File: src/rtl/mem_access_ctrl.sv
// Memory-side initiator: takes one load/store request at a time, drives the
// data-memory strobes, and hands the result back over a response handshake.
//
// state | meaning
// ------+---------------------------------------------------------------
// IDLE  | ready for a request, no strobes
// WRITE | memoryWrite high for one cycle, memory commits on the next edge
// READ  | memoryRead high, latency counter counting down to capture
// RESP  | resp_valid high, response held until the consumer takes it
module mem_access_ctrl #(
  parameter int WIDTH        = 8,
  parameter int READ_LATENCY = 1
) (
  input  logic               clk,
  input  logic               reset,
  input  logic               req_valid,
  output logic               req_ready,
  input  logic               req_write,
  input  logic [7:0]         req_addr,
  input  logic [2*WIDTH-1:0] req_wdata,
  output logic               resp_valid,
  input  logic               resp_ready,
  output logic [2*WIDTH-1:0] resp_rdata,
  output logic               resp_write,
  output logic               memoryWrite,
  output logic               memoryRead,
  output logic [7:0]         memoryAddress,
  output logic [2*WIDTH-1:0] memoryWriteData,
  input  logic [2*WIDTH-1:0] memoryOutData
);

  typedef enum logic [1:0] {IDLE, WRITE, READ, RESP} state_t;

  state_t     state, state_nx;
  logic [2:0] lat_cnt;
  logic       accept;
  logic       lat_done;

  assign accept   = req_valid && req_ready;
  assign lat_done = (lat_cnt == 3'd1);

  always_ff @(posedge clk or posedge reset) begin
    if (reset) state <= IDLE;
    else       state <= state_nx;
  end

  // Strobes decode straight from state so reset drops them without waiting
  // for a clock edge.
  always_comb begin
    state_nx    = state;
    req_ready   = 1'b0;
    memoryWrite = 1'b0;
    memoryRead  = 1'b0;
    resp_valid  = 1'b0;
    case (state)
      IDLE: begin
        req_ready = !reset;
        if (accept) state_nx = req_write ? WRITE : READ;
      end
      WRITE: begin
        memoryWrite = 1'b1;
        state_nx    = RESP;
      end
      READ: begin
        memoryRead = 1'b1;
        if (lat_done) state_nx = RESP;
      end
      RESP: begin
        resp_valid = 1'b1;
        if (resp_ready) state_nx = IDLE;
      end
      default: state_nx = IDLE;
    endcase
  end

  // Address and write data are only reloaded on accept, so they stay stable
  // across the strobe window and afterwards.
  always_ff @(posedge clk or posedge reset) begin
    if (reset) begin
      memoryAddress   <= '0;
      memoryWriteData <= '0;
      resp_write      <= 1'b0;
      resp_rdata      <= '0;
      lat_cnt         <= '0;
    end else begin
      if (accept) begin
        memoryAddress <= req_addr;
        resp_write    <= req_write;
        lat_cnt       <= 3'(READ_LATENCY);
        if (req_write) memoryWriteData <= req_wdata;
      end
      if (state == WRITE) resp_rdata <= '0;
      if (state == READ) begin
        lat_cnt <= lat_cnt - 3'd1;
        if (lat_done) resp_rdata <= memoryOutData;
      end
    end
  end

endmodule

File: config.mk
export PLATFORM = sky130hd
export DESIGN_NAME = mem_access_ctrl
export DESIGN_NICKNAME = d
export VERILOG_FILES = /design/src/rtl/mem_access_ctrl.sv
export SDC_FILE = /design/constraint.sdc
export NUM_CORES = 1
export LEC_CHECK = 0
export CAP_MARGIN = 20
export CORE_UTILIZATION = 47
export CTS_BUF_LIST = sky130_fd_sc_hd__clkbuf_2
export DETAILED_ROUTE_END_ITERATION = 10
export PLACE_DENSITY_LB_ADDON = 0.1
export REMOVE_ABC_BUFFERS = 1
export SLEW_MARGIN = 5
export SYNTH_ARGS = -nofsm -noshare
export SYNTH_HDL_FRONTEND = slang
export SYNTH_SLANG_ARGS = --single-unit
File: constraint.sdc
create_clock -name clk -period 4.7 [get_ports clk]
set_clock_uncertainty 0.2 [all_clocks]
set_input_delay 0.47 -clock clk [delete_from_list [all_inputs] [get_ports clk]]
set_output_delay 0.47 -clock clk [all_outputs]
set_load 0.05 [all_outputs]
==> reports/summary.md, run 1 <==
- 0 — ant diodes
- 322 — net total in the final layout
- 90 — IO Pins
- state[0]$_DFFE_PP0P_ — critical register-to-register path startpoint
- 14.3 µm — routed wire length per instance
- 0 — antenna violations before repair
- 92 — DRC violation total after the first TritonRoute iteration
- 0 — Final Hold Vio Count
- 5.02 — mean number of vias per cell
- 46 — flip-flop and latch count after synthesis
- 59.7% — Relative slew margins
- 0 — number of buffers added to fix hold violations after cts
- 0 — final max-slew violation count
- 0.603 ns — transition time of the tightest slew-check pin
- 807 nW/µm² — power density over the cells
- 49.4% — relative area change from synthesis to final layout
- flop — kind of launch point of the worst setup path
- 56.3% — sequential cell area fraction in the yosys report
- 1612 — via count
- 89 — Port Buf Inserts
- 0 — number of remaining DRC errors
- memoryWriteData[1]$_DFFE_PP0P_ — Worst R2R End
- 21.2% — Tot GR Track Use
- in -> async — min-delay worst type
- 3.00 ns — Final min period
- 0 — Post-CTS Setup Bufs
- 1546 — via count of the first global-routing pass
- 0.24 ns — clock slew at reported path FFs
- dfrtp_1 — prevailing post-synth register cell
- 2.52 ns — worst reg2reg setup slack
- 0.662 — weighted congestion at the end of routability-driven global placement
- 2 — depth of the CTS H-tree
- 0 — Resize count post-CTS
- 68.0 µm — die height
- 48.4% — switching share of power
- 0 — final count of negative-setup-slack endpoints
- 4580 µm — routed wire length
- 5 — number of buffers created by CTS
- 2050 µm² — Cell Area, Synth
- 46 — clk sinks
- 307 — fill count
- 0.44 ns — insertion delay to the later sink of the worst-skew pair
- 1.47 nW — Static Leak
- 100% — FFs w/ async S/R, synth
- 0.00127 W — Power Internal
- 68.0 µm — Die Width
- 10.3% — ratio of cells with drive above 1 in the final layout
- 4 — detailed-routing iteration count for the pre-antenna-repair pass
- 4620 µm² — die area
- 22 — library cells used by synthesis
- 11.3 µm² — Mean Syn Cell Area
- done — TritonCTS clock tree
- 181 — number of instances in the synthesized netlist
- 0.00119 W — net switching power
- 63.8% — final worst path period share
- 7020 µm — first-pass GRT wire length
- 11.4% — Clock Power Share
- 17 — maximum net fanout on the critical path
- 561 µV — peak supply drop
- 4.03 ns — endpoint required time on the critical path
- false — RSZ-0062 raised after global routing
- 23 — floorplan row count
- 60.6% — combinational cell fraction of total power
- 0 — DRT antenna net count
- 2 — Max Root-Sink Buffers
- 4090 µm² — total core area
- 2.33 ns — Worst EP arrival
- 0 — number of flops mapped to enable cells by yosys
- 0 ns — setup total negative slack
- clkbuf_2 — clock tree root driver cell
- 0 — overflow left after global routing
- 0 — Syn. warnings
- output port — sort of element at the end of the critical path
- complete, no violations — result of the run
- 50.1% — Initial Util
- 28.0% — portion of total power attributed to sequential cells
- 0.0441 ns — Min Hold Slack
- 0 — max-capacitance violation count
- reg -> out — kind of critical path
- 47 — maximum number of pins on one net before global-route repair
- 334 MHz — Achievable Freq
- 3320 µm — hpwl dp
- 5 — Register-to-Register Path Depth
-- per-layer routing --
metal  global-route usage (%)  wire length [µm]  vias up  share of wire (%)
met2                     33.2              2180       67                 48
met4                     10.2                78        0                1.7
li1                         -                 -      763                  -
met5                        0                 0        -                  0
met3                     7.17               413        8                9.0
met1                     26.1              1910      774                 42
-- metrics by stage --
stage	total power [W]	setup slack (ns)	instance area (µm²)	cells	util [%]
5_1_grt	0.00259	1.61	3060	321	74.8
2_1_floorplan	0.00170	2.56	1990	173	-
6_report	0.00247	1.70	3060	321	74.8
3_3_place_gp	0.00217	2.09	2940	312	72.0
4_1_cts	0.00248	1.70	3040	320	74.3
3_5_place_dp	0.00220	2.07	2940	312	72.0
-- area by class of cell --
type | instances | area (µm²) | share of cell area [%]
clock inverters | 3 | 68.8 | 2.25
repair buffers | 90 | 911 | 29.8
well taps | 50 | 62.6 | 2.05
flip-flops and latches | 46 | 1150 | 37.7
multi-input cells | 120 | 812 | 26.6
clock buffers | 5 | 25.0 | 0.819
inverters | 7 | 26.3 | 0.860
-- cell usage after synthesis (2+ instances only) --
cell / number / share of area (%)
nand3b_1: 18 / 6.6
mux2_1: 2 / 1.1
and3b_1: 2 / 0.86
a21oi_1: 2 / 0.49
clkbuf_1: 4 / 0.73
inv_1: 7 / 1.3
buf_2: 2 / 0.49
ha_1: 7 / 4.3
mux2_2: 7 / 3.9
dfrtp_1: 46 / 56
nand2_1: 61 / 11
mux2_4: 9 / 6.6
nand2b_1: 5 / 1.5
-- worst max-delay path by stage --
stage / endpoint / from / slack [ns]
4_1_cts: memoryWrite / state[1]$_DFFE_PP0P_ / 1.70
5_1_grt: memoryWrite / state[1]$_DFFE_PP0P_ / 1.61
2_1_floorplan: resp_rdata[0]$_DFF_PP0_ / state[0]$_DFFE_PP0P_ / 2.56
3_5_place_dp: req_ready / reset / 2.07
6_report: memoryWrite / state[1]$_DFFE_PP0P_ / 1.70
3_3_place_gp: req_ready / reset / 2.09
-- placed cells by master, fill, tap and decap left out --
cell type	n
a21oi_1	2
a222oi_1	1
a31oi_1	1
and2b_2	1
and3b_1	2
buf_12	1
bufinv_16	2
clkbuf_2	5
clkdlybuf4s50_1	89
clkinv_4	1
dfrtp_1	46
ha_1	7
inv_1	6
inv_2	1
mux2_1	2
mux2_2	7
mux2_4	9
mux2i_1	1
nand2_1	61
nand2_8	1
nand2b_1	5
nand3b_1	18
nor3_1	1
o21ai_0	1
-- kinds of logic after synthesis --
logic type / share of synthesized area [%]
simple gates: 21.8
flops: 56.3
mux: 12.0
buf+inv: 4.04
fa+ha+maj: 4.28
compound gates: 1.53
-- state kept, by name, summed over array words and instances (netlist names) --
signal and flops:
memoryWriteData 16, state 2, memoryAddress 8, resp_write 1, resp_rdata 16, lat_cnt 3
-- worst max-delay path: stages (launching register included) --
cell             delay [ns]
dfrtp_1                0.46
inv_1                  0.11
ha_1                   0.44
clkdlybuf4s50_1        0.89
-- power by group through the flow --
| stage | Clock, W | Combinational [W] | Sequential (W) |
|---|---|---|---|
| final | 0.000281 | 0.00149 | 0.000692 |
| after detailed placement | 0 | 0.00150 | 0.000701 |
| after global routing | 0.000299 | 0.00158 | 0.000717 |
| after global placement | 0 | 0.00148 | 0.000690 |
| after CTS | 0.000284 | 0.00150 | 0.000694 |
| after floorplan | 0 | 0.000417 | 0.00128 |
Note: power is estimated with default switching activity, not from simulation.
==> run 2: changes to the inputs <==
--- a/config.mk
+++ b/config.mk
@@ -6,7 +6,7 @@
 export NUM_CORES = 1
 export LEC_CHECK = 0
 export CAP_MARGIN = 20
-export CORE_UTILIZATION = 47
+export CORE_UTILIZATION = 43
 export CTS_BUF_LIST = sky130_fd_sc_hd__clkbuf_2
 export DETAILED_ROUTE_END_ITERATION = 10
 export PLACE_DENSITY_LB_ADDON = 0.1
==> constraint.sdc (replaced) <==
create_clock -name clk -period 3 [get_ports clk]
set_clock_uncertainty 0.2 [all_clocks]
set_input_delay 0.3 -clock clk [delete_from_list [all_inputs] [get_ports clk]]
set_output_delay 0.3 -clock clk [all_outputs]
set_load 0.05 [all_outputs]
==> run 2 against run 1 <==
  * The flow now finishes with violations (DRC)
  * Sequential share of layout area unchanged
  * Total power is 55% higher
  * Combinational power rose by 56%
  * Cell area unchanged
  * Largest power group unchanged
  * Register-to-register slack got worse by 1.7 ns
  * Flip-flop and latch count unchanged
==> reports/summary.md, run 2 (synthesis results as in run 1) <==
- finished with violations — result of the run
- DRC — violations in the final reports
- 0 — antenna violations before repair, unchanged
- state[1]$_DFFE_PP0P_ — critical register-to-register path startpoint
- 4420 µm — routed wire length, -3.7%
- in -> async — min-delay worst type
- reg -> out — kind of critical path
- 78 — DRC violation total after the first TritonRoute iteration, -15%
- 4470 µm² — total core area, +9.5%
- 0 — ant diodes, unchanged
- false — RSZ-0062 raised after global routing
- memoryRead — destination of the critical timing path
- 0 — final max-slew violation count, unchanged
- 3210 µm — hpwl dp, -3.1%
- inv_1, ha_1, clkdlybuf4s50_1 — ordered cell list for the critical path
- clkdlybuf4s50_1, nand2_1, dfrtp_1 — top library cells by usage in the layout, fill and taps aside
- 45.7% — Initial Util, -4.3 points
- 0.22 ns — clock slew at reported path FFs, -0.02 ns
- 0 — Final Hold Vio Count, unchanged
- 2.25 ns — Worst EP arrival, -0.08 ns
- 0 — DRT antenna net count, unchanged
- 5 — number of buffers created by CTS, unchanged
- memoryWriteData[5]$_DFFE_PP0P_ — Worst R2R End
- clkdlybuf4s50_1 — most common library cell in the layout ignoring fill and taps
- 24 — floorplan row count, +4.3%
- 765 µV — peak supply drop, +36%
- output port — sort of element at the end of the critical path
- 0.705 ns — worst slack at placement, -1.37 ns
- 46 — clk sinks, unchanged
- 363 MHz — Achievable Freq
- 49.4% — relative area change from synthesis to final layout, unchanged
- 13.6 µm — routed wire length per instance, -4.9%
- 2 — depth of the CTS H-tree, unchanged
- 0 — max-capacitance violation count, unchanged
- memoryWriteData: 16 flops, resp_rdata: 16 flops, memoryAddress: 8 flops — Top Registers
- 0.84 ns — worst reg2reg setup slack, -1.68 ns
- 7420 µm — first-pass GRT wire length, +5.7%
- 0 — number of buffers added to fix hold violations after cts, unchanged
- 0 — overflow left after global routing, unchanged
- 1250 nW/µm² — power density over the cells, +55%
- 2.75 ns — Final min period
- 5040 µm² — die area, +9.0%
- 91.8% — final worst path period share
- 2.50 ns — endpoint required time on the critical path, -1.53 ns
- 89 — Port Buf Inserts, unchanged
- 0.43 ns — insertion delay to the later sink of the worst-skew pair, about the same
- 19.5% — Tot GR Track Use, -1.7 points
- 90 — IO Pins, unchanged
- 1549 — via count, -3.9%
- 60.0% — Relative slew margins, +0.27 points
- clkdlybuf4s50_1 — slowest CP cell
- 5 — Register-to-Register Path Depth, unchanged
- 324 — net total in the final layout, +0.62%
- 0 ns — setup total negative slack, unchanged
- done — TritonCTS clock tree
- 0.599 ns — transition time of the tightest slew-check pin, -0.00403 ns
- 7 — number of remaining DRC errors, +7
- 10.6% — ratio of cells with drive above 1 in the final layout, +0.29 points
- 0.247 ns — final worst setup slack, -1.46 ns
- 2 — Max Root-Sink Buffers, unchanged
- 0.730 — weighted congestion at the end of routability-driven global placement, +10%
- 1626 — via count of the first global-routing pass, +5.2%
- flop — kind of launch point of the worst setup path
- 1.47 nW — Static Leak, +0.19%
- clkbuf_2 — clock tree root driver cell
- state[0]$_DFFE_PP0P_ — start point of the critical path
- 0 — Resize count post-CTS, unchanged
- 0.88 ns — delay of the slowest critical-path stage, about the same
- 71.0 µm — die height, +4.4%
- 7 — detailed-routing iteration count for the pre-antenna-repair pass, +3
- 0 — final count of negative-setup-slack endpoints, unchanged
- 71.0 µm — Die Width, +4.4%
- 4.77 — mean number of vias per cell, -5.1%
- 30 — maximum number of pins on one net before global-route repair, -36%
- 0 — Post-CTS Setup Bufs, unchanged
- 10 — maximum net fanout on the critical path, -7
## run 2: critical path: cells and delay by family, from the launching register on
family,cells,cell delay [ns]
adder cells (fa/ha/maj),1,0.38
flip-flops,1,0.46
buffers and inverters,2,0.99
## run 2: how the worst min path moves through the flow
stage | slack, ns | from | depth (start not counted) | end
floorplan | 0.21 | req_addr[0] | 2 | memoryAddress[0]$_DFFE_PP0P_
global placement | 0.26 | memoryAddress[5]$_DFFE_PP0P_ | 2 | memoryAddress[5]$_DFFE_PP0P_
detailed placement | 0.26 | memoryAddress[7]$_DFFE_PP0P_ | 2 | memoryAddress[7]$_DFFE_PP0P_
CTS | 0.09 | reset | 2 | lat_cnt[0]$_DFFE_PP0P_
global route | 0.11 | req_addr[4] | 3 | memoryAddress[4]$_DFFE_PP0P_
finish | 0.11 | reset | 2 | state[1]$_DFFE_PP0P_
## run 2: cell type report
cell class,count,area [µm²]
Fill cell,364,1420
Sequential cell,46,1150
Timing Repair Buffer,92,913
Multi-Input combinational cell,120,812
Tap cell,52,65.1
Clock inverter,3,63.8
Inverter,7,26.3
Clock buffer,5,25.0
## run 2: power by group
part,total (W),switching (W),internal (W)
registers,0.00108,0.000171,0.000913
clock network,0.000419,0.000198,0.000222
logic,0.00233,0.00147,0.000859
## run 2: stage by stage
stage | std cells | util [%] | total power, W | cell area [µm²] | hold WS, ns
final | 325 | 68.3 | 0.00383 | 3060 | 0.106
after global routing | 325 | 68.3 | 0.00404 | 3060 | 0.113
after CTS | 325 | 68.3 | 0.00387 | 3060 | 0.0950
after detailed placement | 317 | 66.3 | 0.00344 | 2970 | 0.261
after global placement | 317 | 66.3 | 0.00340 | 2970 | 0.259
after floorplan | 173 | - | 0.00266 | 1990 | 0.205
## run 2: routing by layer
metal / up-vias / GRT usage [%] / routed length (µm)
met3: 5 / 7.41 / 411
met2: 64 / 31.3 / 2000
met4: 0 / 8.00 / 68
met5: - / 0 / 0
met1: 714 / 23.8 / 1940
li1: 766 / - / -
==> run 3: changes to the inputs <==
--- a/config.mk
+++ b/config.mk
@@ -9,9 +9,11 @@
 export CORE_UTILIZATION = 43
 export CTS_BUF_LIST = sky130_fd_sc_hd__clkbuf_2
 export DETAILED_ROUTE_END_ITERATION = 10
+export MAX_ROUTING_LAYER = met4
 export PLACE_DENSITY_LB_ADDON = 0.1
 export REMOVE_ABC_BUFFERS = 1
 export SLEW_MARGIN = 5
 export SYNTH_ARGS = -nofsm -noshare
 export SYNTH_HDL_FRONTEND = slang
 export SYNTH_SLANG_ARGS = --single-unit
+export TNS_END_PERCENT = 20
==> run 3 against run 2 <==
  * The run still ends with DRC left
  * Total power about the same
  * Via count barely moved
  * Largest power group unchanged
  * Clock-buffer cell count unchanged
  * Utilization did not move
  * Critical path type unchanged
  * Setup slack improved by 0.00053 ns
  * Combinational power about the same
==> reports/summary.md, run 3 (synthesis results as in run 1) <==
- finished with violations — result of the run
- DRC — violations in the final reports
- 68.3% — final core area utilization, unchanged
- 0.247 ns — final worst setup slack, +0.000533 ns
- 0.600 ns — transition time of the tightest slew-check pin, +0.00166 ns
- 324 — net total in the final layout, unchanged
- 0.88 ns — delay of the slowest critical-path stage, about the same
- 2.25 ns — Worst EP arrival, about the same
- 30 — maximum number of pins on one net before global-route repair, unchanged
- 0.705 ns — worst slack at placement, unchanged
- in -> async — min-delay worst type
- 45.7% — Initial Util, unchanged
- 0 — number of buffers added to fix hold violations after cts, unchanged
- 91.8% — final worst path period share, about the same
- 364 — fill count, unchanged
- clkdlybuf4s50_1 — most common library cell in the layout ignoring fill and taps
- 0 — overflow left after global routing, unchanged
- 4470 µm² — total core area, unchanged
- 0 ns — setup total negative slack, unchanged
- 1550 — via count, +0.065%
- 0 — DRT antenna net count, unchanged
- 0 — ant diodes, unchanged
- 767 µV — peak supply drop, +0.27%
- 7 — detailed-routing iteration count for the pre-antenna-repair pass, unchanged
- 89 — Port Buf Inserts, unchanged
- clkbuf_2 — clock tree root driver cell
- 0.22 ns — clock slew at reported path FFs, about the same
- output port — sort of element at the end of the critical path
- 0.84 ns — worst reg2reg setup slack, about the same
- inv_1, ha_1, clkdlybuf4s50_1 — ordered cell list for the critical path
- 7 — number of remaining DRC errors, unchanged
- 20.0% — Tot GR Track Use, +0.52 points
- clkdlybuf4s50_1 — slowest CP cell
- 71.0 µm — Die Width, unchanged
- 2.50 ns — endpoint required time on the critical path, about the same
- 0 — max-capacitance violation count, unchanged
- 0 — final max-slew violation count, unchanged
- 2 — depth of the CTS H-tree, unchanged
- 7420 µm — first-pass GRT wire length, about the same
- 46 — clk sinks, unchanged
- 363 MHz — Achievable Freq, about the same
- 10.6% — ratio of cells with drive above 1 in the final layout, unchanged
- 0 — Resize count post-CTS, unchanged
- 90 — IO Pins, unchanged
- 13.5 µm — routed wire length per instance, -0.45%
- 4400 µm — routed wire length, -0.45%
- clkdlybuf4s50_1, nand2_1, dfrtp_1 — top library cells by usage in the layout, fill and taps aside
- 3060 µm² — Final Cell Area, unchanged
- 49.4% — relative area change from synthesis to final layout, unchanged
- 2.75 ns — Final min period, -0.000533 ns
- 2970 µm² — placed instance area, unchanged
- 3210 µm — hpwl dp, unchanged
- 4.77 — mean number of vias per cell, about the same
- 10 — maximum net fanout on the critical path, unchanged
- 5040 µm² — die area, unchanged
- done — TritonCTS clock tree
- reg -> out — kind of critical path
- 0 — antenna violations before repair, unchanged
- memoryWriteData[5]$_DFFE_PP0P_ — Worst R2R End
- 5 — number of buffers created by CTS, unchanged
- memoryWriteData: 16 flops, resp_rdata: 16 flops, memoryAddress: 8 flops — Top Registers
- 2 — Max Root-Sink Buffers, unchanged
- 1.47 nW — Static Leak, unchanged
- 24 — floorplan row count, unchanged
- flop — kind of launch point of the worst setup path
- 5 — Register-to-Register Path Depth, unchanged
- 1626 — via count of the first global-routing pass, unchanged
- 0 — final count of negative-setup-slack endpoints, unchanged
- false — RSZ-0062 raised after global routing
- 0.739 — weighted congestion at the end of routability-driven global placement, +1.2%
- 71.0 µm — die height, unchanged
- 59.8% — Relative slew margins, -0.11 points
- 0 — Post-CTS Setup Bufs, unchanged
- 0 — Final Hold Vio Count, unchanged
- 96 — DRC violation total after the first TritonRoute iteration, +23%
- 0.43 ns — insertion delay to the later sink of the worst-skew pair, about the same
- 1250 nW/µm² — power density over the cells, about the same
- state[1]$_DFFE_PP0P_ — critical register-to-register path startpoint
-- run 3: cell counts in the layout (fill, tap and decap cells not counted) --
No cell type changed its count.
-- run 3: final cells by class --
| class | instances | area, µm² | area share [%] |
|---|---|---|---|
| flip-flops and latches | 46 | 1150 | 37.7 |
| well taps | 52 | 65.1 | 2.13 |
| repair buffers | 92 | 913 | 29.9 |
| clock buffers | 5 | 25.0 | 0.819 |
| inverters | 7 | 26.3 | 0.860 |
| clock inverters | 3 | 63.8 | 2.09 |
| multi-input cells | 120 | 812 | 26.6 |
-- run 3: how the worst max path moves through the flow --
| stage | endpoint | from | cells past startpoint |
|---|---|---|---|
| after floorplan | resp_rdata[0]$_DFF_PP0_ | state[0]$_DFFE_PP0P_ | 5 |
| after global routing | memoryRead | state[0]$_DFFE_PP0P_ | 3 |
| after detailed placement | req_ready | reset | 3 |
| after CTS | memoryRead | state[0]$_DFFE_PP0P_ | 3 |
| final | memoryRead | state[0]$_DFFE_PP0P_ | 3 |
| after global placement | req_ready | reset | 3 |
-- run 3: stage by stage --
| step | instances | power, W | hold WS [ns] |
|---|---|---|---|
| after floorplan | 173 | 0.00266 | 0.205 |
| after global placement | 317 | 0.00340 | 0.259 |
| after detailed placement | 317 | 0.00344 | 0.261 |
| after CTS | 325 | 0.00387 | 0.0950 |
| after global routing | 325 | 0.00404 | 0.118 |
| final | 325 | 0.00383 | 0.107 |
-- run 3: layer usage --
metal | wire [µm] | vias up | GRT usage, %
met2 | 2010 | 64 | 31.3
met1 | 1980 | 714 | 24.6
met5 | 0 | - | -
met4 | 58 | 0 | 7.33
met3 | 349 | 6 | 6.27
li1 | - | 766 | -
-- run 3: power breakdown --
part / switching, W / internal (W)
logic: 0.00147 / 0.000859
registers: 0.000171 / 0.000913
clock network: 0.000195 / 0.000222
-- run 3: critical path: cells and delay by family, from the launching register on --
family,cells,cell delay (ns)
buffers and inverters,2,0.99
adder cells (fa/ha/maj),1,0.39
flip-flops,1,0.46
